--- src/rtl/axi_m_arbiter_pkg.sv ---
// Shared definitions for the two-requester arbiter in front of axi_master:
// bus widths, AXI response codes, arbiter FSM state encodings and the
// completion-event helper.
package axi_m_arbiter_pkg;

    localparam int AXI_ADDR_WIDTH = 32;
    localparam int AXI_DATA_WIDTH = 32;
    localparam int AXI_STRB_WIDTH = 4;

    localparam logic [1:0] RESP_OKAY   = 2'b00;
    localparam logic [1:0] RESP_SLVERR = 2'b10;

    typedef enum logic [1:0] {
        ST_IDLE  = 2'b00,
        ST_ISSUE = 2'b01,
        ST_WAIT  = 2'b10
    } arb_state_e;

    // The completion event depends on the command type: a read finishes on
    // read-data-valid and a write on the B handshake. The other event is ignored.
    function automatic logic is_complete(input logic rd0_wr1,
                                         input logic rd_valid,
                                         input logic wr_done);
        logic res;
        if (rd0_wr1) begin
            res = wr_done;
        end else begin
            res = rd_valid;
        end
        return res;
    endfunction

endpackage

--- src/rtl/axi_m_arbiter_rr_pick.sv ---
// Two-input round-robin select. When both inputs request, the requester that
// did not win last time is picked. With a single request that request wins.
// The output is only meaningful while req_i is non-zero.
module axi_m_arbiter_rr_pick (
    input  logic [1:0] req_i,
    input  logic       last_i,
    output logic       grant_o
);

    // Pick the requester index from the request vector and the last winner.
    always_comb begin
        grant_o = 1'b0;
        case (req_i)
            2'b01:   grant_o = 1'b0;
            2'b10:   grant_o = 1'b1;
            2'b11:   grant_o = ~last_i;
            default: grant_o = 1'b0;
        endcase
    end

endmodule

--- src/rtl/axi_m_arbiter.sv ---
// Two-requester arbiter sharing one axi_master command port between
// instruction fetch (requester 0) and the load/store unit (requester 1).
// One transaction is outstanding at a time. The selected command is latched
// and held on dn_* until completion. The completion is routed back to the
// granted requester combinationally, in the same cycle it arrives.
//
// Build option: define ARB_FIXED_PRIO_EN for fixed priority, in which
// requester 1 always wins a simultaneous request. The default is round-robin.
module axi_m_arbiter
    import axi_m_arbiter_pkg::*;
#(
    parameter int ADDR_W = AXI_ADDR_WIDTH,
    parameter int DATA_W = AXI_DATA_WIDTH,
    parameter int STRB_W = AXI_STRB_WIDTH
) (
    input  logic              ACLK,
    input  logic              ARESETn,

    input  logic              rq0_access,
    input  logic              rq0_rd0_wr1,
    input  logic [ADDR_W-1:0] rq0_addr,
    input  logic [DATA_W-1:0] rq0_write_data,
    input  logic [STRB_W-1:0] rq0_write_strobe,
    output logic [DATA_W-1:0] rq0_read_data,
    output logic [1:0]        rq0_resp,
    output logic              rq0_done,

    input  logic              rq1_access,
    input  logic              rq1_rd0_wr1,
    input  logic [ADDR_W-1:0] rq1_addr,
    input  logic [DATA_W-1:0] rq1_write_data,
    input  logic [STRB_W-1:0] rq1_write_strobe,
    output logic [DATA_W-1:0] rq1_read_data,
    output logic [1:0]        rq1_resp,
    output logic              rq1_done,

    output logic              dn_access,
    output logic              dn_rd0_wr1,
    output logic [ADDR_W-1:0] dn_addr,
    output logic [DATA_W-1:0] dn_write_data,
    output logic [STRB_W-1:0] dn_write_strobe,
    input  logic [DATA_W-1:0] dn_read_data,
    input  logic              dn_read_data_valid,
    input  logic [1:0]        dn_resp,
    input  logic              dn_write_done,

    output logic              busy
);

    arb_state_e        state_q;
    logic              grant_q;
    logic              busy_q;
    logic              dn_access_q;
    logic              dn_rd0_wr1_q;
    logic [ADDR_W-1:0] dn_addr_q;
    logic [DATA_W-1:0] dn_write_data_q;
    logic [STRB_W-1:0] dn_write_strobe_q;

    logic [1:0]        req_s;
    logic              pick_s;
    logic              done_s;

    assign req_s = {rq1_access, rq0_access};

`ifdef ARB_FIXED_PRIO_EN
    // Fixed priority: the load/store unit wins whenever it requests.
    always_comb begin
        pick_s = 1'b0;
        if (rq1_access) begin
            pick_s = 1'b1;
        end else begin
            pick_s = 1'b0;
        end
    end
`else
    logic rr_last_q;

    axi_m_arbiter_rr_pick u_rr_pick (
        .req_i   (req_s),
        .last_i  (rr_last_q),
        .grant_o (pick_s)
    );

    // Remember the last completed winner. It resets to 1 so requester 0 wins first.
    always_ff @(posedge ACLK or negedge ARESETn) begin
        if (!ARESETn) begin
            rr_last_q <= 1'b1;
        end else if (done_s) begin
            rr_last_q <= grant_q;
        end else begin
            rr_last_q <= rr_last_q;
        end
    end
`endif

    // Completion of the granted command. Events are only accepted in WAIT.
    always_comb begin
        done_s = 1'b0;
        if (state_q == ST_WAIT) begin
            done_s = is_complete(dn_rd0_wr1_q, dn_read_data_valid, dn_write_done);
        end else begin
            done_s = 1'b0;
        end
    end

    // Arbiter FSM: arbitrate in IDLE, pulse dn_access in ISSUE, hold fields in WAIT.
    always_ff @(posedge ACLK or negedge ARESETn) begin
        if (!ARESETn) begin
            state_q           <= ST_IDLE;
            grant_q           <= 1'b0;
            busy_q            <= 1'b0;
            dn_access_q       <= 1'b0;
            dn_rd0_wr1_q      <= 1'b0;
            dn_addr_q         <= {ADDR_W{1'b0}};
            dn_write_data_q   <= {DATA_W{1'b0}};
            dn_write_strobe_q <= {STRB_W{1'b0}};
        end else begin
            case (state_q)
                ST_IDLE: begin
                    if (req_s != 2'b00) begin
                        grant_q     <= pick_s;
                        dn_access_q <= 1'b1;
                        busy_q      <= 1'b1;
                        state_q     <= ST_ISSUE;
                        if (pick_s) begin
                            dn_rd0_wr1_q      <= rq1_rd0_wr1;
                            dn_addr_q         <= rq1_addr;
                            dn_write_data_q   <= rq1_write_data;
                            dn_write_strobe_q <= rq1_write_strobe;
                        end else begin
                            dn_rd0_wr1_q      <= rq0_rd0_wr1;
                            dn_addr_q         <= rq0_addr;
                            dn_write_data_q   <= rq0_write_data;
                            dn_write_strobe_q <= rq0_write_strobe;
                        end
                    end else begin
                        dn_access_q <= 1'b0;
                        busy_q      <= 1'b0;
                        state_q     <= ST_IDLE;
                    end
                end
                ST_ISSUE: begin
                    // One-cycle pulse so axi_master does not re-trigger on return to its IDLE.
                    dn_access_q <= 1'b0;
                    busy_q      <= 1'b1;
                    state_q     <= ST_WAIT;
                end
                ST_WAIT: begin
                    dn_access_q <= 1'b0;
                    if (done_s) begin
                        busy_q  <= 1'b0;
                        state_q <= ST_IDLE;
                    end else begin
                        busy_q  <= 1'b1;
                        state_q <= ST_WAIT;
                    end
                end
                default: begin
                    dn_access_q <= 1'b0;
                    busy_q      <= 1'b0;
                    state_q     <= ST_IDLE;
                end
            endcase
        end
    end

    // Route the completion to the granted requester only; the other side stays 0.
    always_comb begin
        rq0_done      = 1'b0;
        rq0_resp      = 2'b00;
        rq0_read_data = {DATA_W{1'b0}};
        rq1_done      = 1'b0;
        rq1_resp      = 2'b00;
        rq1_read_data = {DATA_W{1'b0}};
        if (done_s) begin
            if (grant_q) begin
                rq1_done = 1'b1;
                rq1_resp = dn_resp;
                if (dn_rd0_wr1_q) begin
                    rq1_read_data = {DATA_W{1'b0}};
                end else begin
                    rq1_read_data = dn_read_data;
                end
            end else begin
                rq0_done = 1'b1;
                rq0_resp = dn_resp;
                if (dn_rd0_wr1_q) begin
                    rq0_read_data = {DATA_W{1'b0}};
                end else begin
                    rq0_read_data = dn_read_data;
                end
            end
        end else begin
            rq0_done = 1'b0;
            rq1_done = 1'b0;
        end
    end

    assign dn_access       = dn_access_q;
    assign dn_rd0_wr1      = dn_rd0_wr1_q;
    assign dn_addr         = dn_addr_q;
    assign dn_write_data   = dn_write_data_q;
    assign dn_write_strobe = dn_write_strobe_q;
    assign busy            = busy_q;

endmodule

--- config.mk ---
export PLATFORM = sky130hd
export DESIGN_NAME = axi_m_arbiter
export DESIGN_NICKNAME = d
export VERILOG_FILES = /design/src/rtl/axi_m_arbiter_pkg.sv /design/src/rtl/axi_m_arbiter_rr_pick.sv /design/src/rtl/axi_m_arbiter.sv
export SDC_FILE = /design/constraint.sdc
export NUM_CORES = 1
export LEC_CHECK = 0
export CORE_AREA = 5 5 121 123
export DETAILED_ROUTE_END_ITERATION = 6
export DIE_AREA = 0 0 126 128
export PLACE_DENSITY = 0.87
export SLEW_MARGIN = 20
export SYNTH_ARGS = -nofsm -noshare
export SYNTH_HDL_FRONTEND = slang
export SYNTH_SLANG_ARGS = --single-unit
--- constraint.sdc ---
create_clock -name ACLK -period 3.8 [get_ports ACLK]
set_input_delay 0.76 -clock ACLK [delete_from_list [all_inputs] [get_ports ACLK]]
set_output_delay 0.76 -clock ACLK [all_outputs]
set_load 0.01 [all_outputs]
Word level (Yosys, flattened, before mapping)
Cells that the tools add are included.

Multiplexer cells: 27. Bitwise logic cells: 1. Reductions and logical operators: 3. Equal/unequal tests: 4.

Operator list (count): 32-bit 2-to-1 mux (7); 1-bit 2-to-1 mux (11); 2-bit 2-to-1 mux (5); 2-bit == test, second input constant (3); 2-bit case mux with 3 select lines (1); 4-bit 2-to-1 mux (1); 1-bit case mux with 3 select lines (1); 2-bit by 1-bit == test with 1-bit output, second input constant (1); 2-bit logical NOT (1); 1-bit case mux with 2 select lines (1); 2-bit AND reduction (1); 2-bit nonzero test (1); 1-bit NOT (1).

Output and inout port bits: 141. Input bits: 178. Logic and storage cells: 44. Flip-flop bits (word level): 75.

Longest topological paths before layout
Gate-level depths: netlist (run 1).

Word-level depth: 4. Gate-level depth with buffers: 5.

Cells and area by module
From an unflattened synthesis (run 1), not the netlist that was laid out.

Cell total of the unflattened synthesis: 357. Area total of the unflattened synthesis: 4137.7 um2.

Modules (own cells, without submodules): axi_m_arbiter (times used 1, sequential area each 1878.1 um2, area an instance 4126.5 um2, cells an instance 356); axi_m_arbiter_rr_pick (times used 1, sequential area each 0.0 um2, area an instance 11.3 um2, cells an instance 1).

Worst setup path before layout (run 1)
Ideal clock, no wire load.

Kind: input port to output port. From: input port dn_write_done. To: output port rq1_read_data[10]. Arrival: 1.661 ns. Buffers on the path: 2. Required time: 3.040 ns. Cell stages on the path: 5. Setup slack: 1.379 ns. Cells stage by stage: mux2i_1 > or3_1 > buf_2 > buf_6 > nor2_1.

Cells in the longest elaborated chain, start to end: 3.

RTL lines: start, declared (line axi_m_arbiter.sv:45) `input logic dn_write_done,`; 1-bit 2-to-1 mux (line axi_m_arbiter_pkg.sv:25) `if (rd0_wr1) begin`; 1-bit 2-to-1 mux (line axi_m_arbiter.sv:99) `if (state_q == ST_WAIT) begin`; 32-bit 2-to-1 mux (line axi_m_arbiter.sv:175) `if (done_s) begin`; end, declared (line axi_m_arbiter.sv:33) `output logic [DATA_W-1:0] rq1_read_data,`.

Every way passes these cells.

Worst setup path after layout (run 1)
From: input port dn_read_data_valid. To: output port rq1_read_data[2].

Cells in the longest elaborated chain, start to end: 3.

RTL lines: start, declared (line axi_m_arbiter.sv:43) `input logic dn_read_data_valid,`; 1-bit 2-to-1 mux (line axi_m_arbiter_pkg.sv:25); 1-bit 2-to-1 mux (line axi_m_arbiter.sv:99); 32-bit 2-to-1 mux (line axi_m_arbiter.sv:175).

Every way passes these cells.

==> summary.txt, run 1 <==
Synth
  – Syn avg cell area: 12.0 µm²
  – Synth area leaders: dfrtp_1 (43%), mux2_2 (35%), nand2b_1 (4.8%)
  – Synth unique cells: 26
  – Mapped Cells: 359
  – Seq/Total Area, Yosys: 43.6%
  – FF+latch count, synth: 75
  – Ys flop type: dfrtp_1
  – Asr flop ratio synth: 100%
  – Most frequent cell after synthesis: mux2_2
  – Post-synth net total: 537
  – Area share of the largest cell type after synthesis: a little over two fifths
  – Synth Warn #: 0
  – Mapped Area: 4310 µm²
  – Commonest cells post-synth: mux2_2 (133), dfrtp_1 (74), nor2_1 (55), nand2b_1 (33), buf_6 (14)
  – EDFF count, synth: 0
  – Largest area contributor in the netlist: dfrtp_1

Die
  – Row count: 43
  – Die height: 128 µm
  – Die area: around 16000 µm²
  – CORE AREA: 13600 µm²
  – Die width: 126 µm
  – Ports: 319
  – Initial Util: between 30% and 40%

Layout
  – Final Non-Filler Cells: 852
  – Ant diodes: 0
  – Area grow syn2layout: 83.0%
  – Fill cells: 1096
  – Multi-input logic area: 2200 µm²
  – Reg area: approximately 1900 µm²
  – Share of cells above drive strength 1: 26.0%
  – Fin nets: 847
  – Finished Core Util: 58.2%

STA
  – Clock Skews: between 0.007 and 0.008 ns
  – Finish-stage setup viols: 0
  – Worst Tran Pin Value: 0.957 ns
  – Relative slew margins: a little over a third
  – Final min period: 3.55 ns
  – Peak Freq: 282 MHz
  – Fraction of the cycle the final worst path needs: between 90% and 100%
  – Slew Viols, Final: 0
  – Setup tns final: 0 ns
  – Final WS setup: 0.250 ns
  – Hold Vio Cnt, Final: 0
  – Final hold slack: 0.499 ns
  – RSZ-0062 raised after global routing: false

Clocking
  – Clock Sinks: 75
  – Post-CTS setup buffer count: 0
  – H-tree depth: 3
  – Root Buffer: clkbuf_16
  – Total CTS buffers: 9
  – Number of buffers inserted by hold repair at cts: 0
  – Worst-Skew Late Latency: 0.32 ns
  – TritonCTS clock tree: yes
  – Post-CTS sizing: 0
  – Clock-pin slew on the worst setup and hold paths: 0.05 ns
  – Bufs on Longest Clock Path: 2

Worst setup path
  – Type of the worst setup path: input port to output port
  – CP arrival: 2.79 ns
  – Worst Setup Start Kind: input port
  – R2R setup slack: about 1.7 ns
  – Worst Path Required: 3.04 ns
  – Crit end category: output port
  – Worst Path Max Fanout: 32
  – R2R cell count: 4

Drt
  – Drt initial violations: 72
  – First-pass DRT Iterations: 4
  – Via count: 3891
  – Final wirelength: 15000 µm
  – Via density: ~4.6
  – DRC: 0
  – Final ANT Viol Nets: 0
  – Wirelength per Cell: 17.6 µm

Outcome
  – Status: finished, final reports clean

Worst hold path
  – Hold Path Stages: 2
  – Hold Path Class: flip-flop to flip-flop

Global route
  – Vias in the first global route: ~4400
  – First-pass GRT wire length: 23100 µm
  – Gr usage total: 18.0%
  – Largest net degree at the start of global routing: 76
  – Grt total ovfl: 0
  – Antenna violations before repair: 0

Pwr
  – Static leakage: 3.07 nW
  – Power per cell area: 633 nW/µm²
  – Peak VDD IR: 0.339 mV

Flow run
  – Max Cap Violations: 0

Placed design
  – Hpwl dp: 12300 µm
  – DP Worst Slack: between 0.2 and 0.25 ns
  – I/O Buffers: 318
  – Dpl cells: 838
  – Final RePlAce weighted congestion: 0.900
area by class of cell:
type,count,area share [%]
Clock buffer,12,3.25
Multi-Input combinational cell,253,27.9
Inverter,5,0.238
Tap cell,180,2.85
Sequential cell,75,23.8
Timing Repair Buffer,325,41.1
Clock inverter,2,0.761
cells by family (layout without fill, tap and decap cells):
logic type / after synthesis / count (layout) / synth area share [%]
AND/OR/NAND/NOR: 110 / 110 / 13.6
flip-flops: 75 / 75 / 43.6
AO/OA/AOI/OAI: 4 / 4 / 0.725
buffers and inverters: 31 / 344 / 5.60
multiplexers: 139 / 139 / 36.5
power by group:
group          leakage, nW  switching, W  internal (W)
logic                 2.04       0.00104       0.00159
clock network        0.155      0.000311      0.000604
registers            0.877      0.000230       0.00122
critical path, stage by stage:
cell	delay, ns
clkdlybuf4s50_1	0.49
mux2i_1	0.12
or3_1	0.38
buf_4	0.25
nor2_1	0.17
clkdlybuf4s50_1	0.61
routing by layer:
layer	part of all wire (%)	wire [µm]	vias to the layer above	global-route usage [%]
met3	9.6	1440	19	6.75
met4	1.6	244	0	4.73
met2	53	8030	193	34.4
met5	0	0	-	0
met1	35	5300	1840	18.5
li1	-	-	1839	-
flip-flops by register name, summed over array words and instances (netlist names):
name / flops
busy: 1
grant_q: 1
state_q: 2
dn_addr: 32
rr_last_q: 1
dn_write_data: 32
dn_rd0_wr1: 1
dn_access: 1
dn_write_strobe: 4
stage by stage:
stage                     instance area [µm²]  power (W)
after floorplan                          4310    0.00278
after detailed placement                 7570    0.00413
after global placement                   7570    0.00403
after CTS                                7890    0.00507
after global routing                     7890    0.00528
final                                    7890    0.00499
path summary, 6_finish.rpt:
check / from / end
max: dn_read_data_valid / rq1_read_data[2]
max reg2reg: rr_last_q$_DFFE_PN1P_ / dn_write_data[14]$_DFFE_PN0P_
min: rr_last_q$_DFFE_PN1P_ / rr_last_q$_DFFE_PN1P_
min reg2reg: rr_last_q$_DFFE_PN1P_ / rr_last_q$_DFFE_PN1P_
max in group asynchronous: ARESETn / dn_write_data[0]$_DFFE_PN0P_
min in group asynchronous: ARESETn / dn_addr[4]$_DFFE_PN0P_
layout by cell type, fill, tap and decap left out, types with 3 or more instances in the layout:
cell,instances
clkbuf_16,9
buf_4,7
nor2_4,7
nor2_2,7
nor2_1,55
mux2_2,133
dfrtp_1,74
clkdlybuf4s50_1,317
mux2_4,3
inv_1,5
nand2b_1,33
No activity file was read; power rests on OpenSTA's default activity.
==> run 2: changes to the inputs <==
Clock period 3.8 ns to 4 ns, I/O delays scaled along.
==> summary.txt, run 2 (same netlist as run 1, synthesis figures left out) <==
Outcome
  – Status: finished, final reports clean

Die
  – Die width: between 100 and 150 µm
  – Initial Util: 31.8%
  – Die area: 16100 µm²
  – Die height: 128 µm
  – Ports: 319
  – Row count: 43
  – CORE AREA: 13600 µm²

Clocking
  – Number of buffers inserted by hold repair at cts: 0
  – Total CTS buffers: 9
  – Clock-pin slew on the worst setup and hold paths: roughly 0.05 ns
  – Worst-Skew Late Latency: 0.33 ns
  – Root Buffer: clkbuf_16
  – Post-CTS setup buffer count: 0
  – H-tree depth: 3
  – TritonCTS clock tree: yes
  – Post-CTS sizing: 0
  – Clock Sinks: 75
  – Bufs on Longest Clock Path: 2

Worst setup path
  – Crit. path cell count: 6
  – R2R setup slack: 2.16 ns
  – Buf+Inv Stages, Crit Path: 3
  – Crit path to: rq1_read_data[31]
  – Cells along the critical path: clkdlybuf4s50_1, mux2i_1, or3_1, buf_4, nor2_1, clkdlybuf4s50_1
  – R2R cell count: 4
  – Most frequent CP cell: clkdlybuf4s50_1
  – CP arrival: 2.83 ns
  – Crit end category: output port
  – Worst Path Required: about 3.2 ns
  – Crit Reg-Reg Endpoint: dn_addr[1]$_DFFE_PN0P_
  – Worst Setup Start Kind: input port
  – Worst Path Max Fanout: 32
  – CP startpoint: dn_write_done
  – Delay of the slowest cell on the worst path: around 0.6 ns
  – Type of the worst setup path: input port to output port
  – CP max-delay cell: clkdlybuf4s50_1
  – Delay-heaviest family, CP: buffers and inverters
  – Critical R2R Launch: rr_last_q$_DFFE_PN1P_

Layout
  – Share of cells above drive strength 1: 26.0%
  – Most frequent cells in the layout: clkdlybuf4s50_1 (317), mux2_2 (133), dfrtp_1 (74), nor2_1 (55), nand2b_1 (33)
  – Area grow syn2layout: 82.9%
  – Fin nets: roughly 850
  – Multi-input logic area: 2200 µm²
  – Commonest non-fill, non-tap cell in the layout: clkdlybuf4s50_1
  – Fill cells: 1079
  – Ant diodes: 0
  – Reg area: 1880 µm²

STA
  – Final min period: between 3 and 4 ns
  – Final hold slack: 0.493 ns
  – Clock Skews: 0.00402 ns
  – Finish-stage setup viols: 0
  – Setup tns final: 0 ns
  – Fraction of the cycle the final worst path needs: 90.7%
  – Slew Viols, Final: 0
  – Hold Vio Cnt, Final: 0
  – Relative slew margins: between 30% and 40%
  – RSZ-0062 raised after global routing: false
  – Worst Tran Pin Value: 0.952 ns
  – Peak Freq: 276 MHz

Drt
  – M1 WL: 5420 µm
  – Final ANT Viol Nets: 0
  – Via count: 3846
  – Top Layer Used: met4
  – Drt initial violations: 57
  – Final wirelength: 15100 µm
  – DRC: 0
  – Via density: 4.51
  – First-pass DRT Iterations: 4
  – Wire length on met2: about 8100 µm
  – Met3 WL: 1250 µm
  – Wirelength per Cell: 17.7 µm

Worst hold path
  – Hold Path Class: flip-flop to flip-flop
  – Worst Hold Launch: rr_last_q$_DFFE_PN1P_

Pwr
  – Peak VDD IR: 0.372 mV
  – Clock power frac: 17.9%
  – Net Switching: 0.00151 W
  – Total power: 0.00473 W
  – Static leakage: roughly 3.1 nW
  – Internal power: about 0.0032 W
  – Flop pwr share: 29.1%
  – Logic pwr share: 52.9%
  – Power per cell area: between 500 and 600 nW/µm²
  – Switching share of power: a little under a third

Global route
  – Largest net degree at the start of global routing: 76
  – Vias in the first global route: between 4000 and 5000
  – Antenna violations before repair: 0
  – Grt total ovfl: 0
  – First-pass GRT wire length: 23300 µm
  – Gr usage total: 18.5%

Flow run
  – Max Cap Violations: 0

Placed design
  – Hpwl dp: 12100 µm
  – I/O Buffers: 318
  – Final RePlAce weighted congestion: 0.888
[run 2: cell types whose count changed in the layout (fill, tap and decap cells not counted)]
cell	change
clkbuf_1	+1
clkinv_2	+2
buf_12	+1
clkbuf_8	-2
buf_4	-2
clkinvlp_4	+1
[run 2: final cells by class]
| cell class | instances | share of cell area [%] |
|---|---|---|
| timing repair buffer | 324 | 41.2 |
| tap | 180 | 2.86 |
| inverter | 5 | 0.238 |
| clock buffer | 11 | 2.95 |
| sequential | 75 | 23.8 |
| multi-input combinational | 253 | 28.0 |
| clock inverter | 5 | 0.984 |
[run 2: tightest hold or removal path: stages, from the launching register on]
cell and delay [ns]:
dfstp_2 0.37, o21ai_0 0.07, nand2_1 0.06
[run 2: per-layer routing]
metal,vias up,track usage (%)
li1,1839,-
met1,1799,19.4
met2,191,34.8
met3,17,5.63
met4,0,6.56
met5,-,0
[run 2: worst min-delay path by stage]
stage                                  to  slack (ns)  cells past startpoint
CTS                 rr_last_q$_DFFE_PN1P_        0.50                      2
floorplan           rr_last_q$_DFFE_PN1P_        0.46                      2
detailed placement  rr_last_q$_DFFE_PN1P_        0.49                      2
global placement    rr_last_q$_DFFE_PN1P_        0.49                      2
finish              rr_last_q$_DFFE_PN1P_        0.49                      2
global route        rr_last_q$_DFFE_PN1P_        0.52                      2
[run 2: stage by stage]
stage | worst slack (ns) | instances | util, % | instance area [µm²]
CTS | 0.331 | 853 | 58.2 | 7890
global placement | 0.378 | 837 | 55.9 | 7580
finish | 0.371 | 853 | 58.2 | 7890
global route | 0.262 | 853 | 58.2 | 7890
floorplan | 1.50 | 359 | - | 4310
detailed placement | 0.350 | 837 | 55.9 | 7580
[run 2: power groups by stage]
| stage | Clock, W | Sequential (W) | Combinational, W |
|---|---|---|---|
| 2_1_floorplan | 0 | 0.00154 | 0.00110 |
| 3_3_place_gp | 0 | 0.00136 | 0.00248 |
| 3_5_place_dp | 0 | 0.00139 | 0.00254 |
| 4_1_cts | 0.000879 | 0.00138 | 0.00255 |
| 5_1_grt | 0.000917 | 0.00143 | 0.00268 |
| 6_report | 0.000848 | 0.00138 | 0.00250 |
